$ cat src/rtl/pad_ctrl_pkg.sv
// ----------------------------------------------------------------------------
// pad_ctrl_pkg
// Shared types for the pad-control bank: direction mode encoding, the per-
// channel configuration byte as a packed struct, its reset value, and the
// helper that maps (mode, core output value) onto the pad I/OEN pins.
// ----------------------------------------------------------------------------
package pad_ctrl_pkg;

  typedef enum logic [1:0] {
    PAD_IN  = 2'b00,
    PAD_PP  = 2'b01,
    PAD_OD  = 2'b10,
    PAD_RSV = 2'b11   // behaves as input
  } pad_mode_e;

  // Field order mirrors cfg_wdata: mode in [1:0] up to reserved in [7:6].
  typedef struct packed {
    logic [1:0] rsvd;
    logic       irq_fall_en;
    logic       irq_rise_en;
    logic       filt_en;
    logic       ie;
    pad_mode_e  mode;
  } pad_cfg_t;

  localparam pad_cfg_t PAD_CFG_RST = '{
    rsvd:        2'b00,
    irq_fall_en: 1'b0,
    irq_rise_en: 1'b0,
    filt_en:     1'b0,
    ie:          1'b0,
    mode:        PAD_IN
  };

  typedef struct packed {
    logic o;    // to pad I pin
    logic oen;  // to pad OEN pin, 0 = drive
  } pad_drv_t;

  // Open-drain drives low only: the core value steers OEN while I stays 0.
  function automatic pad_drv_t pad_drive(input pad_mode_e mode, input logic val);
    pad_drv_t d;
    d = '{o: 1'b0, oen: 1'b1};
    case (mode)
      PAD_PP:  d = '{o: val,  oen: 1'b0};
      PAD_OD:  d = '{o: 1'b0, oen: val};
      default: d = '{o: 1'b0, oen: 1'b1};
    endcase
    return d;
  endfunction

endpackage

$ cat src/rtl/pad_ctrl_chan.sv
// ----------------------------------------------------------------------------
// pad_ctrl_chan
// One pad channel: 2-flop input synchroniser, optional glitch filter, edge
// detector feeding a sticky interrupt bit, and registered pad outputs.
//
// Ports
//   clk, rst      system clock, synchronous active-high reset
//   cfg_q         current (registered) channel configuration
//   cfg_d         configuration taking effect at the next edge
//   out_val       core output value
//   pad_i         raw asynchronous pad O pin
//   irq_clr       write-1-to-clear for irq_status
//   in_val        filtered, synchronised pad value to the core
//   irq_status    latched edge event
//   pad_o/oen/ie  registered pad I / OEN / IE pins
// ----------------------------------------------------------------------------
module pad_ctrl_chan
  import pad_ctrl_pkg::*;
#(
  parameter int FILT_CYC = 4
) (
  input  logic     clk,
  input  logic     rst,
  input  pad_cfg_t cfg_q,
  input  pad_cfg_t cfg_d,
  input  logic     out_val,
  input  logic     pad_i,
  input  logic     irq_clr,
  output logic     in_val,
  output logic     irq_status,
  output logic     pad_o,
  output logic     pad_oen,
  output logic     pad_ie
);

  localparam int            CW       = $clog2(FILT_CYC + 1);
  localparam logic [CW-1:0] CNT_LAST = CW'(FILT_CYC - 1);

  logic          sync1, sync2;
  logic [CW-1:0] cnt, cnt_nxt;
  logic          in_nxt;
  logic          in_prev, ie_prev;
  logic          set_evt, irq_nxt;
  pad_drv_t      drv;

  // NOTE: sequential state uses non-blocking (<=) so every flop samples the
  // pre-edge value of its neighbours; blocking here would collapse sync2.
  always_ff @(posedge clk) begin
    if (rst) begin
      sync1 <= 1'b0;
      sync2 <= 1'b0;
    end else begin
      sync1 <= pad_i;
      sync2 <= sync1;
    end
  end

  // Filter: count consecutive cycles where sync2 disagrees with in_val and
  // flip in_val on the FILT_CYC-th one. Any agreement restarts the count.
  // NOTE: both outputs get a default first so no path leaves them unassigned
  // and no latch is inferred.
  always_comb begin
    in_nxt  = in_val;
    cnt_nxt = '0;
    if (!cfg_q.ie) begin
      in_nxt = 1'b0;
    end else if (!cfg_q.filt_en) begin
      in_nxt = sync2;
    end else if (sync2 != in_val) begin
      if (cnt == CNT_LAST) in_nxt  = sync2;
      else                 cnt_nxt = cnt + 1'b1;
    end
  end

  // Edges only count when ie was set on both sides of the transition, so
  // enabling or disabling a channel never fakes an event.
  always_comb begin
    set_evt = 1'b0;
    if (cfg_q.ie && ie_prev) begin
      if ( in_val && !in_prev && cfg_q.irq_rise_en) set_evt = 1'b1;
      if (!in_val &&  in_prev && cfg_q.irq_fall_en) set_evt = 1'b1;
    end
    // A new event in the same cycle as a clear keeps the bit set.
    irq_nxt = set_evt | (irq_status & ~irq_clr);
  end

  // Outputs are built from cfg_d so they land one edge after a config write.
  assign drv = pad_drive(cfg_d.mode, out_val);

  always_ff @(posedge clk) begin
    if (rst) begin
      cnt        <= '0;
      in_val     <= 1'b0;
      in_prev    <= 1'b0;
      ie_prev    <= 1'b0;
      irq_status <= 1'b0;
      pad_o      <= 1'b0;
      pad_oen    <= 1'b1;
      pad_ie     <= 1'b0;
    end else begin
      cnt        <= cnt_nxt;
      in_val     <= in_nxt;
      in_prev    <= in_val;
      ie_prev    <= cfg_q.ie;
      irq_status <= irq_nxt;
      pad_o      <= drv.o;
      pad_oen    <= drv.oen;
      pad_ie     <= cfg_d.ie;
    end
  end

endmodule

$ cat src/rtl/pad_ctrl_array.sv
// ----------------------------------------------------------------------------
// pad_ctrl_array
// Bank of NCH runtime-configurable pad channels between the pad ring and the
// SoC core. Holds the per-channel configuration registers, decodes writes,
// and combines the channel interrupt bits into a registered irq_o.
//
// Ports
//   clk, rst     system clock, synchronous active-high reset
//   cfg_we       configuration write strobe
//   cfg_addr     channel index; indices >= NCH are ignored
//   cfg_wdata    [1:0] mode, [2] ie, [3] filt_en, [4] irq_rise_en,
//                [5] irq_fall_en, [7:6] reserved
//   out_val      core output value per channel
//   in_val       filtered, synchronised pad value per channel
//   irq_clr      write-1-to-clear per channel
//   irq_status   latched edge events
//   irq_o        registered OR of irq_status
//   pad_i        raw pad O pins (asynchronous)
//   pad_o        to pad I pins
//   pad_oen      to pad OEN pins (0 = drive)
//   pad_ie       to pad IE pins
// ----------------------------------------------------------------------------
module pad_ctrl_array
  import pad_ctrl_pkg::*;
#(
  parameter  int NCH      = 32,
  parameter  int FILT_CYC = 4,
  localparam int AW       = (NCH > 1) ? $clog2(NCH) : 1
) (
  input  logic           clk,
  input  logic           rst,
  input  logic           cfg_we,
  input  logic [AW-1:0]  cfg_addr,
  input  logic [7:0]     cfg_wdata,
  input  logic [NCH-1:0] out_val,
  output logic [NCH-1:0] in_val,
  input  logic [NCH-1:0] irq_clr,
  output logic [NCH-1:0] irq_status,
  output logic           irq_o,
  input  logic [NCH-1:0] pad_i,
  output logic [NCH-1:0] pad_o,
  output logic [NCH-1:0] pad_oen,
  output logic [NCH-1:0] pad_ie
);

  pad_cfg_t cfg_q [NCH];
  pad_cfg_t cfg_d [NCH];

  // Compare against each legal index rather than indexing the array, so an
  // out-of-range address simply matches nothing.
  always_comb begin
    cfg_d = cfg_q;
    for (int i = 0; i < NCH; i++) begin
      if (cfg_we && (cfg_addr == AW'(i))) cfg_d[i] = pad_cfg_t'(cfg_wdata);
    end
  end

  // NOTE: the config array is a handful of flops, not a RAM, so it is reset
  // element by element to guarantee every pad comes up as a plain input.
  always_ff @(posedge clk) begin
    if (rst) begin
      for (int i = 0; i < NCH; i++) cfg_q[i] <= PAD_CFG_RST;
    end else begin
      cfg_q <= cfg_d;
    end
  end

  for (genvar g = 0; g < NCH; g++) begin : g_chan
    pad_ctrl_chan #(
      .FILT_CYC (FILT_CYC)
    ) u_chan (
      .clk        (clk),
      .rst        (rst),
      .cfg_q      (cfg_q[g]),
      .cfg_d      (cfg_d[g]),
      .out_val    (out_val[g]),
      .pad_i      (pad_i[g]),
      .irq_clr    (irq_clr[g]),
      .in_val     (in_val[g]),
      .irq_status (irq_status[g]),
      .pad_o      (pad_o[g]),
      .pad_oen    (pad_oen[g]),
      .pad_ie     (pad_ie[g])
    );
  end

  always_ff @(posedge clk) begin
    if (rst) irq_o <= 1'b0;
    else     irq_o <= |irq_status;
  end

endmodule

$ cat config.mk
export PLATFORM = sky130hd
export DESIGN_NAME = pad_ctrl_array
export DESIGN_NICKNAME = d
export VERILOG_FILES = /design/src/rtl/pad_ctrl_pkg.sv /design/src/rtl/pad_ctrl_chan.sv /design/src/rtl/pad_ctrl_array.sv
export SDC_FILE = /design/constraint.sdc
export NUM_CORES = 1
export LEC_CHECK = 0
export BUFFER_PORTS_ARGS = -buffer_cell sky130_fd_sc_hd__buf_2
export CAP_MARGIN = 40
export CORE_MARGIN = 10
export CORE_UTILIZATION = 55
export DETAILED_ROUTE_END_ITERATION = 16
export PLACE_DENSITY = 0.76
export SYNTH_ARGS = -nofsm -noshare
export SYNTH_HDL_FRONTEND = slang
export SYNTH_SLANG_ARGS = --single-unit
$ cat constraint.sdc
create_clock -name clk -period 2.5 [get_ports clk]
set_input_delay 0.25 -clock clk [delete_from_list [all_inputs] [get_ports clk]]
set_output_delay 0.25 -clock clk [all_outputs]
set_load 0.05 [all_outputs]
==> flow_metrics.tcl <==
set metrics [dict create \
    syn2layout_area_growth_pct 17.3 \
    drive_above_1_share_pct 18.1 \
    vias 16400 \
    hpwl_mm 39.1 \
    clock-sinks 545 \
    worst-path-max-fanout 12 \
    row_count 72 \
    drt-initial-drc-count 1211 \
    initial_utilization_pct 55.9 \
    antenna_found_initial 3 \
    wl_per_cell_um 18.0 \
    ys_dominant_reg_cell "dfxtp_1" \
    nets 2772 \
    fin_crit_ns 1.75 \
    placed_area_mm2 0.0226 \
    io_buffers 270 \
    top_register "cfg_q" \
    final_max_slew_viol_count 0 \
    cts_made_buffers 54 \
    grt_max_degree 77 \
    cts.repair.resized 0 \
    rsz0062_at_grt "false" \
    place.gp.congestion 0.817 \
    synth_top_area_share_pct 50.2 \
    hp-start "cfg_wdata[0]" \
    fin_setup_tns_ns 0 \
    clk_latency_ns 0.60 \
    relSlewSlack_pct 50.0 \
    max_freq_ghz 0.572 \
    start_kind "input pin" \
    via_per_inst 5.24 \
    ys.warnings.count 0 \
    reg.largest.list "cfg_q (160), g_chan.u_chan.cnt (96)" \
    finalSetupViolCount 0 \
    grt-ovfl-total 0 \
    tightest_slew_ns 0.750 \
    synthCells 2332 \
    synth_commonest_cells "dfxtp_1 (545), nand2_1 (246), nor2_1 (209)" \
    yosysMostFrequentCell "dfxtp_1" \
    crit_path_start "cfg_addr[1]" \
    peakVddDrop_v 0.000673 \
    fill_cells 3046 \
    end_kind "flip-flop" \
    grt_use_total_pct 22.9 \
    clk_pin_slew_worst_paths_ns 0.06 \
    r2r_cells 5 \
    critPathRequiredTime_ns 2.96 \
    fin_skew_ns 0.0145 \
    first_pass_iters 5 \
    drt_wl_total_mm 56.4 \
    critical_path_class "in2reg" \
    netlist_area_mm2 0.0217 \
    place_ws_ns 0.186 \
    async_flop_share_pct 0 \
    cap_violations 0 \
    r2r-end "irq_o" \
    p_leak_nw 10.9 \
    drc 0 \
    syn-num-nets 2546 \
    clock_tree.root_cell "clkbuf_16" \
    die_h_um 219 \
    clockBufferDepth 3 \
    grt_pass1_vias 16600 \
    rr_startpoint "g_chan[16].u_chan.irq_status" \
    ys_seq_area_share_pct 50.2 \
    core_mm2 0.0388 \
    cts-htree-levels 2 \
    largest_reg_flops 160 \
    synth.avg_cell_area_um2 9.31 \
    cts_tree "done" \
    hold_slack_ns 0.0486 \
    final_area_mm2 0.0255 \
    setup_ws_ns 0.751 \
    ys_ff_latch 545 \
    crit_arrival_ns 2.20 \
    fp.dieW_um 219 \
    grt_pass1_wl_mm 87.5 \
    status "complete, no violations" \
    period_share_pct 70.0 \
    synth-edff-count 0 \
    synthDistinctLibCells 47 \
    ant_nets 0 \
    power_density_mw_per_mm2 706 \
    min_to "cfg_q[144]" \
    synth_area_leaders "dfxtp_1 (50%), ha_1 (5.9%), buf_4 (5.5%)" \
    hold_violations 0 \
    min_path_cells 3 \
    yosys.area.top_type "dfxtp_1" \
    ioPinCount 273 \
    hold_path_class "in2reg" \
    dieArea_mm2 0.0478 \
    r2r_slack_ns 0.77 \
]
[stage by stage]
| step | cells | util (%) | total power, mW |
|---|---|---|---|
| after floorplan | 2332 | - | 9.39 |
| after detailed placement | 2924 | 58.3 | 9.68 |
| final | 3124 | 65.6 | 18.0 |
| after CTS | 3120 | 65.6 | 18.1 |
| after global routing | 3123 | 65.6 | 18.5 |
| after global placement | 2924 | 58.3 | 9.66 |
[repair_timing]
item	CTS	global route
hold endpoints to repair	117	0
hold buffers	96	0
endpoints found under the setup margin	0	0
buffers inserted	0	0
[logic make-up after synthesis]
logic type,Yosys count,share of synthesized area (%)
adders and majority gates,102,5.88
DFF,545,50.2
and+or+nand+nor,864,20.4
buffers and inverters,410,10.1
AOI/OAI and AO/OA,274,7.25
xor gates and xnor gates,32,1.29
muxes,105,4.84
[report_power, final]
part           leakage [nW]  switching [mW]  internal [mW]
clock network         0.932            3.38           4.99
logic                  5.55           0.488          0.335
registers              4.41          0.0377           8.76
total                  10.9            3.91           14.1
[critical path, cell delays in order]
cell and delay (ns):
buf_2 0.19, and4bb_2 0.31, nand2_1 0.34, mux2i_1 0.33, inv_1 0.08, ha_1 0.29, nor4bb_1 0.40
[worst max path at each step]
stage and to:
3_5_place_dp g_chan[19].u_chan.pad_o, 6_report g_chan[24].u_chan.pad_o, 5_1_grt g_chan[22].u_chan.pad_o, 3_3_place_gp g_chan[2].u_chan.pad_o
2_1_floorplan g_chan[22].u_chan.pad_o, 4_1_cts irq_o
[cell type report]
type	count	area, um2	share of cell area, %
clock buffers	84	1710	6.70
inverters	151	567	2.22
flip-flops and latches	545	10900	42.8
well taps	518	648	2.54
clock inverters	16	165	0.648
repair buffers	429	2860	11.2
diodes	4	10.0	0.0393
multi-input cells	1377	8610	33.8
[routing by layer]
layer	global-route usage [%]	vias to the layer above	wire [um]
met5	0	-	0
met1	26.9	7793	23200
met2	39.2	490	27300
li1	-	7972	-
met3	5.48	109	3950
met4	10.1	0	1960
[layout by cell type, fill, tap and decap left out, types with 65 or more instances in the layout]
cell	count
dfxtp_1	545
nor2b_1	166
nand2_1	246
nor2_1	208
o21ai_0	67
dlygate4sd3_1	96
nand3_1	65
ha_1	102
mux2i_1	105
buf_2	269
inv_1	150
a21oi_1	138
Note: power is estimated with default switching activity, not from simulation.
